===== src/rtl/router_pkg.sv =====
// ---------------------------------------------------------------------------
// router_pkg
//   Shared definitions for the router output-channel FIFO slice.
//   - ROUTER_DATA_W : default data beat width used across the router
//   - LEN_LSB       : lowest bit of the header length field
//   - LEN_MSB       : highest bit of the header length field (default width)
//   - len_msb()     : length-field MSB for an arbitrary beat width
//   - router_entry_t: header-tagged FIFO entry {hdr, data} at default width
// ---------------------------------------------------------------------------
package router_pkg;

    localparam int ROUTER_DATA_W = 8;

    // Header beat layout: [DATA_W-1:2] payload length, [1:0] destination.
    localparam int LEN_LSB = 2;
    localparam int LEN_MSB = ROUTER_DATA_W - 1;

    function automatic int len_msb(input int data_w);
        return data_w - 1;
    endfunction

    typedef struct packed {
        logic                     hdr;
        logic [ROUTER_DATA_W-1:0] data;
    } router_entry_t;

endpackage


===== src/rtl/router_fifo_mem.sv =====
// ---------------------------------------------------------------------------
// router_fifo_mem
//   Dual-port register array backing the packet FIFO. Synchronous write,
//   combinational read. Contents are never reset.
//   Ports:
//     clk      in  clock
//     i_we     in  write strobe
//     i_waddr  in  write address
//     i_wdata  in  write entry {hdr, data}
//     i_raddr  in  read address
//     o_rdata  out entry at i_raddr (combinational)
// ---------------------------------------------------------------------------
module router_fifo_mem #(
    parameter int WIDTH = 9,
    parameter int DEPTH = 16,
    parameter int AW    = $clog2(DEPTH)
) (
    input  logic             clk,
    input  logic             i_we,
    input  logic [AW-1:0]    i_waddr,
    input  logic [WIDTH-1:0] i_wdata,
    input  logic [AW-1:0]    i_raddr,
    output logic [WIDTH-1:0] o_rdata
);

    logic [WIDTH-1:0] r_mem [DEPTH];

    always_ff @(posedge clk) begin
        if (i_we) begin
            r_mem[i_waddr] <= i_wdata;
        end
    end

    assign o_rdata = r_mem[i_raddr];

endmodule


===== src/rtl/router_pkt_fifo.sv =====
// ---------------------------------------------------------------------------
// router_pkt_fifo
//   Packet-aware FIFO for one router output channel. Each beat is stored with
//   a header tag; the read side tracks packet framing and marks header and
//   last (parity) beats, flags framing errors, and reports occupancy.
//   Ports:
//     clk, resetn     clock, synchronous active-low reset
//     soft_reset      synchronous flush (channel timeout)
//     write_enb       write request; sof_in tags the beat as header
//     data_in         write data
//     read_enb        read request
//     data_out        registered read data (holds when no read)
//     data_valid      data_out holds a beat popped last cycle
//     sof_out/eop_out header / last-beat markers for data_out
//     full/empty      count == DEPTH / count == 0
//     almost_full     count >= AF_LEVEL
//     almost_empty    count <= AE_LEVEL
//     count           occupancy
//     ovf_err         pulse: write while full
//     udf_err         pulse: read while empty
//     frame_err       pulse: header abandoned an open packet, or a
//                     non-header beat popped with no packet open
// ---------------------------------------------------------------------------
module router_pkt_fifo
    import router_pkg::*;
#(
    parameter int DATA_W   = ROUTER_DATA_W,
    parameter int DEPTH    = 16,
    parameter int AF_LEVEL = DEPTH - 2,
    parameter int AE_LEVEL = 2
) (
    input  logic                        clk,
    input  logic                        resetn,
    input  logic                        soft_reset,
    input  logic                        write_enb,
    input  logic                        sof_in,
    input  logic [DATA_W-1:0]           data_in,
    input  logic                        read_enb,
    output logic [DATA_W-1:0]           data_out,
    output logic                        data_valid,
    output logic                        sof_out,
    output logic                        eop_out,
    output logic                        full,
    output logic                        empty,
    output logic                        almost_full,
    output logic                        almost_empty,
    output logic [$clog2(DEPTH):0]      count,
    output logic                        ovf_err,
    output logic                        udf_err,
    output logic                        frame_err
);

    localparam int AW      = $clog2(DEPTH);
    localparam int CW      = $clog2(DEPTH) + 1;
    localparam int RW      = DATA_W - 1;
    localparam int L_MSB   = len_msb(DATA_W);
    localparam int L_LSB   = LEN_LSB;

    // ------------------------------------------------------------------
    // State
    // ------------------------------------------------------------------
    logic [AW-1:0]      r_wr_ptr;
    logic [AW-1:0]      r_rd_ptr;
    logic [CW-1:0]      r_count;
    logic [RW-1:0]      r_rem;
    logic [DATA_W-1:0]  r_data_out;
    logic               r_data_valid;
    logic               r_sof_out;
    logic               r_eop_out;
    logic               r_ovf_err;
    logic               r_udf_err;
    logic               r_frame_err;

    // ------------------------------------------------------------------
    // Combinational
    // ------------------------------------------------------------------
    logic               w_full;
    logic               w_empty;
    logic               w_wr_acc;
    logic               w_rd_acc;
    logic [DATA_W:0]    w_wr_entry;
    logic [DATA_W:0]    w_rd_entry;
    logic               w_rd_hdr;
    logic [DATA_W-1:0]  w_rd_data;
    logic [RW-1:0]      w_hdr_rem;

    assign w_full   = (r_count == CW'(DEPTH));
    assign w_empty  = (r_count == '0);

    // soft_reset suppresses both sides so the flush cycle touches no state.
    assign w_wr_acc = write_enb && !w_full  && !soft_reset;
    assign w_rd_acc = read_enb  && !w_empty && !soft_reset;

    assign w_wr_entry = {sof_in, data_in};
    assign w_rd_hdr   = w_rd_entry[DATA_W];
    assign w_rd_data  = w_rd_entry[DATA_W-1:0];

    // Remaining beats after a header: payload length plus the parity beat.
    assign w_hdr_rem = {1'b0, w_rd_data[L_MSB:L_LSB]} + RW'(1);

    // ------------------------------------------------------------------
    // Storage
    // ------------------------------------------------------------------
    router_fifo_mem #(
        .WIDTH (DATA_W + 1),
        .DEPTH (DEPTH)
    ) u_mem (
        .clk     (clk),
        .i_we    (w_wr_acc),
        .i_waddr (r_wr_ptr),
        .i_wdata (w_wr_entry),
        .i_raddr (r_rd_ptr),
        .o_rdata (w_rd_entry)
    );

    // ------------------------------------------------------------------
    // Pointers and occupancy
    // ------------------------------------------------------------------
    always_ff @(posedge clk) begin
        if (!resetn) begin
            r_wr_ptr <= '0;
            r_rd_ptr <= '0;
            r_count  <= '0;
        end else if (soft_reset) begin
            r_wr_ptr <= '0;
            r_rd_ptr <= '0;
            r_count  <= '0;
        end else begin
            if (w_wr_acc) begin
                r_wr_ptr <= r_wr_ptr + AW'(1);
            end
            if (w_rd_acc) begin
                r_rd_ptr <= r_rd_ptr + AW'(1);
            end
            case ({w_wr_acc, w_rd_acc})
                2'b10:   r_count <= r_count + CW'(1);
                2'b01:   r_count <= r_count - CW'(1);
                default: r_count <= r_count;
            endcase
        end
    end

    // ------------------------------------------------------------------
    // Error pulses
    // ------------------------------------------------------------------
    always_ff @(posedge clk) begin
        if (!resetn) begin
            r_ovf_err <= 1'b0;
            r_udf_err <= 1'b0;
        end else if (soft_reset) begin
            r_ovf_err <= 1'b0;
            r_udf_err <= 1'b0;
        end else begin
            r_ovf_err <= write_enb && w_full;
            r_udf_err <= read_enb  && w_empty;
        end
    end

    // ------------------------------------------------------------------
    // Read data path and packet framing
    // ------------------------------------------------------------------
    always_ff @(posedge clk) begin
        if (!resetn) begin
            r_data_out   <= '0;
            r_data_valid <= 1'b0;
            r_sof_out    <= 1'b0;
            r_eop_out    <= 1'b0;
            r_frame_err  <= 1'b0;
            r_rem        <= '0;
        end else if (soft_reset) begin
            // data_out deliberately holds across a flush.
            r_data_valid <= 1'b0;
            r_sof_out    <= 1'b0;
            r_eop_out    <= 1'b0;
            r_frame_err  <= 1'b0;
            r_rem        <= '0;
        end else if (w_rd_acc) begin
            r_data_out   <= w_rd_data;
            r_data_valid <= 1'b1;
            if (w_rd_hdr) begin
                // A new header always opens a packet; an unfinished one is
                // dropped and flagged.
                r_sof_out   <= 1'b1;
                r_eop_out   <= 1'b0;
                r_frame_err <= (r_rem != '0);
                r_rem       <= w_hdr_rem;
            end else if (r_rem != '0) begin
                r_sof_out   <= 1'b0;
                r_eop_out   <= (r_rem == RW'(1));
                r_frame_err <= 1'b0;
                r_rem       <= r_rem - RW'(1);
            end else begin
                // Orphan beat: still delivered, but flagged.
                r_sof_out   <= 1'b0;
                r_eop_out   <= 1'b0;
                r_frame_err <= 1'b1;
            end
        end else begin
            r_data_valid <= 1'b0;
            r_sof_out    <= 1'b0;
            r_eop_out    <= 1'b0;
            r_frame_err  <= 1'b0;
        end
    end

    // ------------------------------------------------------------------
    // Outputs
    // ------------------------------------------------------------------
    assign data_out     = r_data_out;
    assign data_valid   = r_data_valid;
    assign sof_out      = r_sof_out;
    assign eop_out      = r_eop_out;
    assign full         = w_full;
    assign empty        = w_empty;
    assign almost_full  = (r_count >= CW'(AF_LEVEL));
    assign almost_empty = (r_count <= CW'(AE_LEVEL));
    assign count        = r_count;
    assign ovf_err      = r_ovf_err;
    assign udf_err      = r_udf_err;
    assign frame_err    = r_frame_err;

endmodule


===== config.mk =====
export PLATFORM = sky130hd
export DESIGN_NAME = router_pkt_fifo
export DESIGN_NICKNAME = d
export VERILOG_FILES = /design/src/rtl/router_pkg.sv /design/src/rtl/router_fifo_mem.sv /design/src/rtl/router_pkt_fifo.sv
export SDC_FILE = /design/constraint.sdc
export NUM_CORES = 1
export LEC_CHECK = 0
export ABC_AREA = 0
export ABC_CLOCK_PERIOD_IN_PS = 6600
export BUFFER_PORTS_ARGS = -buffer_cell sky130_fd_sc_hd__buf_2
export CORE_MARGIN = 4
export CORE_UTILIZATION = 30
export CTS_CLUSTER_DIAMETER = 80
export CTS_CLUSTER_SIZE = 8
export DETAILED_ROUTE_END_ITERATION = 8
export GPL_ROUTABILITY_DRIVEN = 0
export PLACE_DENSITY = 0.46
export SETUP_SLACK_MARGIN = 0.02
export SLEW_MARGIN = 40
export SYNTH_ARGS = -nofsm -noshare
export SYNTH_HDL_FRONTEND = slang
export SYNTH_HIERARCHICAL = 1
export SYNTH_SLANG_ARGS = --single-unit

===== constraint.sdc =====
create_clock -name clk -period 6.6 [get_ports clk]
set_input_delay 1.32 -clock clk [delete_from_list [all_inputs] [get_ports clk]]
set_output_delay 1.32 -clock clk [all_outputs]
set_load 0.1 [all_outputs]

; ---- Word level (Yosys, flattened, before mapping)
; Memory sizes are Yosys's and may differ from the RTL's. A register that Yosys moved wholly into a read port is not among the register bits.
; Index checks and enable logic that the tools add are counted.
[word_totals]
reg_bits = 34
latch_bits = 0
ram_bits = 144
romBits = 0
in_bits = 14
out_inout_bits = 23
elab_cells = 57
memories = 1
[classes]
n_addsub = 6
n_mul = 0
div_mod_pow = 0
magnitude_cmp = 2
n_eq_ne = 4
shift = 0
n_mux = 11
bitwise = 4
n_reduce_logical = 18
[mem_list]
columns = memory, words, word_bits, rd, rd_ports_with_merged_regs, write_ports, line_no
row1 = u_mem.r_mem, 16, 9, 1, 1, 1, router_fifo_mem.sv:26  ; logic [WIDTH-1:0] r_mem [DEPTH];
[ops]
columns = operator, count
row1 = $mux 7, 2
row2 = $pmux 5 s2, 1
row3 = $add 4x1->4 const B, 2
row4 = $mux 4, 2
row5 = $add 6x1->7 const B, 1
row6 = $eq 7x1->1 const B, 1
row7 = $reduce_bool 7->1, 1
row8 = $sub 7x1->7 const B, 1
row9 = $logic_and 1x1->1, 6
row10 = $mux 1, 6
row11 = $add 5x1->5 const B, 1
row12 = $eq 5x5->1 const B, 1
row13 = $ge 5x4->1 const B, 1
row14 = $le 5x2->1 const B, 1
row15 = $logic_not 5->1, 1
row16 = $reduce_or 5->1, 1
row17 = $sub 5x1->5 const B, 1
row18 = $not 1->1, 4
row19 = $reduce_and 2->1, 2
row20 = $reduce_bool 2->1, 2
row21 = $logic_not 1->1, 3
row22 = $reduce_or 3->1, 1
row23 = $eq 2x1->1 const B, 1
row24 = $eq 2x2->1 const B, 1
row25 = $reduce_or 2->1, 1

; ---- Depth between registers and ports, before layout
; Gate-level depths: netlist of the first run.
[logic_depth]
depth_word = 6
ltp_mapped = 11
mapped_depth_nobuf = 10

; ---- Hierarchy
; Netlist of the first run, hierarchy kept.
[by_module_without_submodules]
columns = mod, instances, cells_each, area_per_inst_um2, seq_area_each_um2
row1 = router_fifo_mem, 1, 245, 5600.4, 4324.1
row2 = router_pkt_fifo, 1, 216, 1803.0, 680.7

; ---- Worst setup path before layout of the first run
; OpenSTA, ideal clock, no wires.
[synth_timing]
kind = register to output
from = register r_count[4], in the netlist count[4]
to = output almost_empty
arrival_time_ns = 5.638
required_time_ns = 5.280
path_slack_ns = -0.358
stages_incl_launch_ff = 3
path_buffers = 1
cell_sequence = dfxtp_1 > buf_2 > a2111oi_0
[synth_via]
elab_chain_len = 1
[synth_rtl]
columns = element, line_no
row1 = "start, declared", router_pkt_fifo.sv:64  ; logic [CW-1:0] r_count;
row2 = "start signal, assigned", router_pkt_fifo.sv:136  ; 2'b10: r_count <= r_count + CW'(1);
row3 = "start signal, assigned", router_pkt_fifo.sv:137  ; 2'b01: r_count <= r_count - CW'(1);
row4 = "start signal, assigned", router_pkt_fifo.sv:138  ; default: r_count <= r_count;
row5 = $le 5x2->1, router_pkt_fifo.sv:216  ; assign almost_empty = (r_count <= CW'(AE_LEVEL));
row6 = "end, declared", router_pkt_fifo.sv:46  ; output logic almost_empty,
; Every way passes these cells.

==> results of run 1 <==
-- power breakdown --
group | internal, W | switching [W]
clock network | 0.000517 | 0.000415
registers | 0.00122 | 0.00000483
logic | 0.0000221 | 0.0000621
-- final cells by class --
class	count	area [µm²]	area share, %
inverter	10	37.54	0.4433
clock inverter	12	110.1	1.300
clock buffer	19	432.9	5.112
timing repair buffer	43	232.7	2.748
tap	324	405.4	4.787
multi-input combinational	251	2243	26.49
sequential	178	5006	59.12
-- critical path: stages (launching register included) --
cell and delay (ns):
dfxtp_2 0.78, buf_4 0.47, mux4_2 0.29, a22oi_1 0.06, nand2_1 0.44, inv_2 0.17
ha_1 0.26, nor3b_2 0.27, a21boi_1 0.46, o21ai_0 0.18, a21oi_1 0.15
-- per-stage QoR --
stage | hold slack (ns) | area (µm²) | util, % | std cells
final | 0.4629 | 8468 | 34.82 | 837
after floorplan | 0.4546 | 7405 | - | 461
after global routing | 0.4968 | 8468 | 34.82 | 837
after CTS | 0.4663 | 8468 | 34.82 | 837
after global placement | 0.4578 | 7885 | 32.42 | 806
after detailed placement | 0.4582 | 7925 | 32.59 | 806
-- worst min-delay path by stage --
| stage | from | to | slack (ns) | cells after the start |
|---|---|---|---|---|
| 2_1_floorplan | r_rem[1] | r_rem[1] | 0.45 | 2 |
| 6_report | data_out[7] | data_out[7] | 0.46 | 2 |
| 3_3_place_gp | data_out[0] | data_out[0] | 0.46 | 2 |
| 4_1_cts | data_out[7] | data_out[7] | 0.47 | 2 |
| 5_1_grt | data_out[4] | data_out[4] | 0.50 | 2 |
| 3_5_place_dp | data_out[7] | data_out[7] | 0.46 | 2 |
-- state kept, by name (all words and copies together) (netlist names), 4 cells and up --
| signal | count |
|---|---|
| count | 5 |
| r_wr_ptr | 4 |
| u_mem/r_mem | 144 |
| data_out | 8 |
| r_rem | 7 |
| r_rd_ptr | 4 |
-- cell usage after synthesis, drive strengths merged, types with 2 or more instances --
| library cell | number |
|---|---|
| nand2b | 2 |
| or3 | 3 |
| o31a | 2 |
| o211ai | 3 |
| nor2b | 4 |
| nand4b | 2 |
| a21boi | 2 |
| nor4 | 4 |
| o21ai | 17 |
| buf | 11 |
| or4 | 3 |
| xnor2 | 5 |
| mux4 | 36 |
| clkbuf | 10 |
| nor3 | 10 |
| or3b | 2 |
| nand3 | 19 |
| ha | 10 |
| a21oi | 10 |
| inv | 10 |
| nor2 | 34 |
| dfxtp | 34 |
| a22oi | 19 |
| xor2 | 3 |
| mux2i | 4 |
| nand2 | 34 |
| a211oi | 3 |
| nand3b | 2 |
| edfxtp | 144 |
-- per-layer routing --
layer	wire length [µm]	GRT usage [%]	share of wire [%]	vias to the layer above
met5	0	0	0	-
met4	100	3.025	0.61	0
met3	707	3.003	4.3	11
met2	7847	19.77	48	90
met1	7608	17.09	47	2069
li1	-	-	-	1907
-- kinds of logic after synthesis --
kind of cell    Yosys count  synth area share [%]
flops                   178                 67.60
simple gates            127                 8.417
compound gates           65                 6.169
mux                      40                 12.25
buf+inv                  32                 2.653
fa+ha+maj                11                 1.960
xor+xnor                  8                0.9465
==> flow_summary.json, run 1 <==
{
  "power_w": 0.002238,
  "dieArea_um2": 27250,
  "min_period_ns": 3.651,
  "rr_startpoint": "r_rd_ptr[0]",
  "slew_headroom_pct": 47.49,
  "finalWirelength_mm": 16.26,
  "final_cell_mix": "edfxtp_1 (144), buf_2 (36), nand2_1 (34)",
  "end_kind": "flop",
  "drive_above_1_share_pct": 22.42,
  "crit_path_end": "r_rem[6]",
  "drc": 0,
  "antenna_found_initial": 0,
  "crit_arrival_ns": 3.99,
  "synth_top_area_share_pct": 58.41,
  "finalSetupViolCount": 0,
  "firstDrtPassIters": 5,
  "row_count": 57,
  "start_kind": "flop",
  "ys_seq_elements": 178,
  "grt_max_degree": 40,
  "ys_seq_area_share_pct": 67.60,
  "area_growth_pct": 14.38,
  "clock_latency_ns": 0.42,
  "syn_area_um2": 7403,
  "fin_crit_sh_pct": 55.32,
  "synth-async-reset-ratio_pct": 0,
  "grt_pass1_wl_mm": 24.72,
  "syn_nets": 486,
  "die_h_um": 165.1,
  "rr_worst_depth": 10,
  "grt_overflow": 0,
  "critPathKind": "flop to flop",
  "hold_viol": 0,
  "drv_cap": 0,
  "io_pins": 37,
  "post-dp-hpwl_mm": 10.65,
  "report.final.slew_viol_count": 0,
  "place_ws_ns": 2.883,
  "port-buffer-count": 36,
  "die_x_um": 165.1,
  "antenna_left": 0,
  "synth_edf_count": 144,
  "fin_skew_ns": 0.006542,
  "avgSynthCellArea_um2": 16.06,
  "cts_buffers": 17,
  "cts_tree": "built",
  "r2r_slack_ns": 2.95,
  "cts.sinks": 178,
  "synth_area_leaders": "edfxtp_1 (58%), dfxtp_1 (9.2%), mux4_2 (6.4%)",
  "fillers": 2321,
  "initial_utilization_pct": 30.44,
  "hold_class": "flop to flop",
  "worst_slack_ns": 2.949,
  "cp_data_required_time_ns": 6.94,
  "cts_resized": 0,
  "cts_buffer_depth": 2,
  "cts_hold_buf": 0,
  "cp-startpoint": "r_rd_ptr[0]",
  "rr_endpoint": "r_rem[6]",
  "yosysTopAreaCell": "edfxtp_1",
  "vias": 4077,
  "wire_per_inst_um": 19.43,
  "synth_cell_types": 60,
  "syn_inst": 461,
  "drt-initial-drc-count": 441,
  "h-tree-depth": 4,
  "status": "finished, final reports clean",
  "root_buffer": "clkbuf_16",
  "clk_pin_slew_worst_paths_ns": 0.06,
  "via_per_inst": 4.871,
  "ir_drop_mv": 0.1483,
  "crit_fanout": 20,
  "diodes": 0,
  "max_freq_mhz": 273.9,
  "grt_usage_pct": 12.37,
  "rsz0062_at_grt": "no",
  "ys.flop_type": "edfxtp_1",
  "grt_pass1_vias": 4113,
  "coreArea_um2": 24320,
  "worst_pin_slew_ns": 0.7860,
  "finalSetupTns_ns": 0,
  "mostFrequentLayoutCell": "edfxtp_1",
  "postCtsSetupBuffers": 0,
  "yosysWarnings": 6,
  "layout.nets": 526,
  "powerDensity_nw_per_um2": 264.3,
  "p_leak_nw": 2.754
}
Power figures use the tool's default switching activity.
==> inputs of run 2 (changes only) <==
Settings changed: ABC_CLOCK_PERIOD_IN_PS 6600 to 3300, PLACE_DENSITY 0.46 to 0.47.
Clock period 6.6 ns to 3.3 ns, I/O delays scaled along.
==> run 2 against run 1 <==
- critical path depth fell by 7
- highest routed layer unchanged
- sequential share of layout area is 1.4 points lower
- clock-buffer cell count down 1
- combinational power is 100% higher
- non-clock buffer count up 22
- final cell count is 2.7% higher
- die area stayed put
- sequential cell count stayed put
- largest cell class unchanged
- first-iteration DRC count is 31% lower
- critical path type is now flop to output port
==> flow_summary.json, run 2 (same netlist as run 1, synthesis figures left out) <==
{
  "fin_skew_ns": 0.01144,
  "final_cell_mix": "edfxtp_1 (144), buf_2 (36), nand2_1 (34)",
  "dpl-instance-area_um2": 8078,
  "fin_crit_sh_pct": 85.28,
  "place_ws_ns": 0.5065,
  "cts_resized": 0,
  "root_buffer": "clkbuf_16",
  "grt_pass1_vias": 4244,
  "clock_latency_ns": 0.42,
  "report.final.slew_viol_count": 0,
  "initial_utilization_pct": 30.44,
  "io_pins": 37,
  "coreArea_um2": 24320,
  "combPwrFrac_pct": 3.7,
  "h-tree-depth": 4,
  "clock_power_share_pct": 43.9,
  "min_period_ns": 2.814,
  "worst_slack_ns": 0.4858,
  "ir_drop_mv": 0.2997,
  "vias": 4135,
  "powerDensity_nw_per_um2": 536.1,
  "finalSetupViolCount": 0,
  "dp_cells": 828,
  "critPathKind": "flop to output port",
  "slew_headroom_pct": 62.43,
  "crit_fanout": 7,
  "die_h_um": 165.1,
  "netSwitchingFraction_pct": 22.06,
  "dieArea_um2": 27250,
  "antenna_found_initial": 0,
  "cts_tree": "built",
  "grt_pass1_wl_mm": 24.75,
  "port-buffer-count": 36,
  "start_kind": "flop",
  "grt_overflow": 0,
  "grt_usage_pct": 12.23,
  "finalWirelength_mm": 15.88,
  "power.switching_w": 0.001026,
  "rsz0062_at_grt": "no",
  "drive_above_1_share_pct": 25.19,
  "postCtsSetupBuffers": 0,
  "die_x_um": 165.1,
  "clk_pin_slew_worst_paths_ns": 0.07,
  "drt-initial-drc-count": 305,
  "slowest_delay_ns": 0.75,
  "end_kind": "output port",
  "antenna_left": 0,
  "diodes": 0,
  "wire_per_inst_um": 18.46,
  "final_core_util_pct": 35.69,
  "crit_arrival_ns": 2.15,
  "via_per_inst": 4.808,
  "largest_reg_flops": 144,
  "finalSetupTns_ns": 0,
  "layout.nets": 548,
  "firstDrtPassIters": 5,
  "top_register": "u_mem/r_mem",
  "cts_buffer_depth": 2,
  "p_leak_nw": 2.927,
  "mostFrequentLayoutCell": "edfxtp_1",
  "drc": 0,
  "slowest_stage": "or4_1",
  "power_frac_seq_pct": 52.5,
  "cp_data_required_time_ns": 2.64,
  "hold_class": "flop to flop",
  "max_freq_mhz": 355.3,
  "fin_cells": 860,
  "crit_chain": "or4_1 > nor2_2 > buf_2",
  "cts_hold_buf": 0,
  "post-dp-hpwl_mm": 10.76,
  "internal_power_w": 0.003627,
  "cts_buffers": 17,
  "drv_cap": 0,
  "cts.sinks": 178,
  "worst_pin_slew_ns": 0.5623,
  "hold_viol": 0,
  "status": "finished, final reports clean",
  "area_growth_pct": 17.24,
  "grt_max_degree": 24,
  "post-route-cell-area_um2": 8680,
  "row_count": 57
}
-- run 2: worst paths after layout --
| path | startpoint | end | slack [ns] | depth (start not counted) |
|---|---|---|---|---|
| max reg2reg | r_rd_ptr[1] | r_rem[5] | 0.49 | 9 |
| max | count[0] | full | 0.49 | 3 |
| min reg2reg | data_out[2] | data_out[2] | 0.46 | 2 |
| min | data_out[2] | data_out[2] | 0.46 | 2 |
-- run 2: through the flow --
step | hold WS (ns) | power (W)
floorplan | 0.4546 | 0.002596
global placement | 0.4488 | 0.002658
detailed placement | 0.4566 | 0.002662
CTS | 0.4643 | 0.004705
global route | 0.4726 | 0.004831
finish | 0.4569 | 0.004653
-- run 2: per-layer routing --
metal	up-vias	GRT usage [%]	share of wire (%)
li1	1947	-	-
met1	2104	17.11	48
met2	77	19.39	48
met3	7	3.103	3.9
met4	0	2.609	0.39
met5	-	0	0
-- run 2: worst max-delay path: cells and delay by family (launching register included) --
| family | cells | cell delay [ns] |
|---|---|---|
| buffers and inverters | 1 | 0.44 |
| DFF | 1 | 0.38 |
| and+or+nand+nor | 2 | 0.91 |
-- run 2: power by group through the flow --
stage,clock [W],combinational (W),sequential [W]
after floorplan,0,0.0000862,0.00251
after global placement,0,0.000167,0.00249
after detailed placement,0,0.000171,0.00249
after CTS,0.00209,0.000171,0.00244
after global routing,0.00220,0.000186,0.00244
final,0.00204,0.000170,0.00244
-- run 2: area by class of cell --
class                           instances  area (µm²)
Clock buffer                           18       429.2
Inverter                               10       37.54
Tap cell                              324       405.4
Sequential cell                       178        5011
Clock inverter                         14       170.2
Multi-Input combinational cell        251        2228
Timing Repair Buffer                   65       397.9
Fill cell                            2295       15640
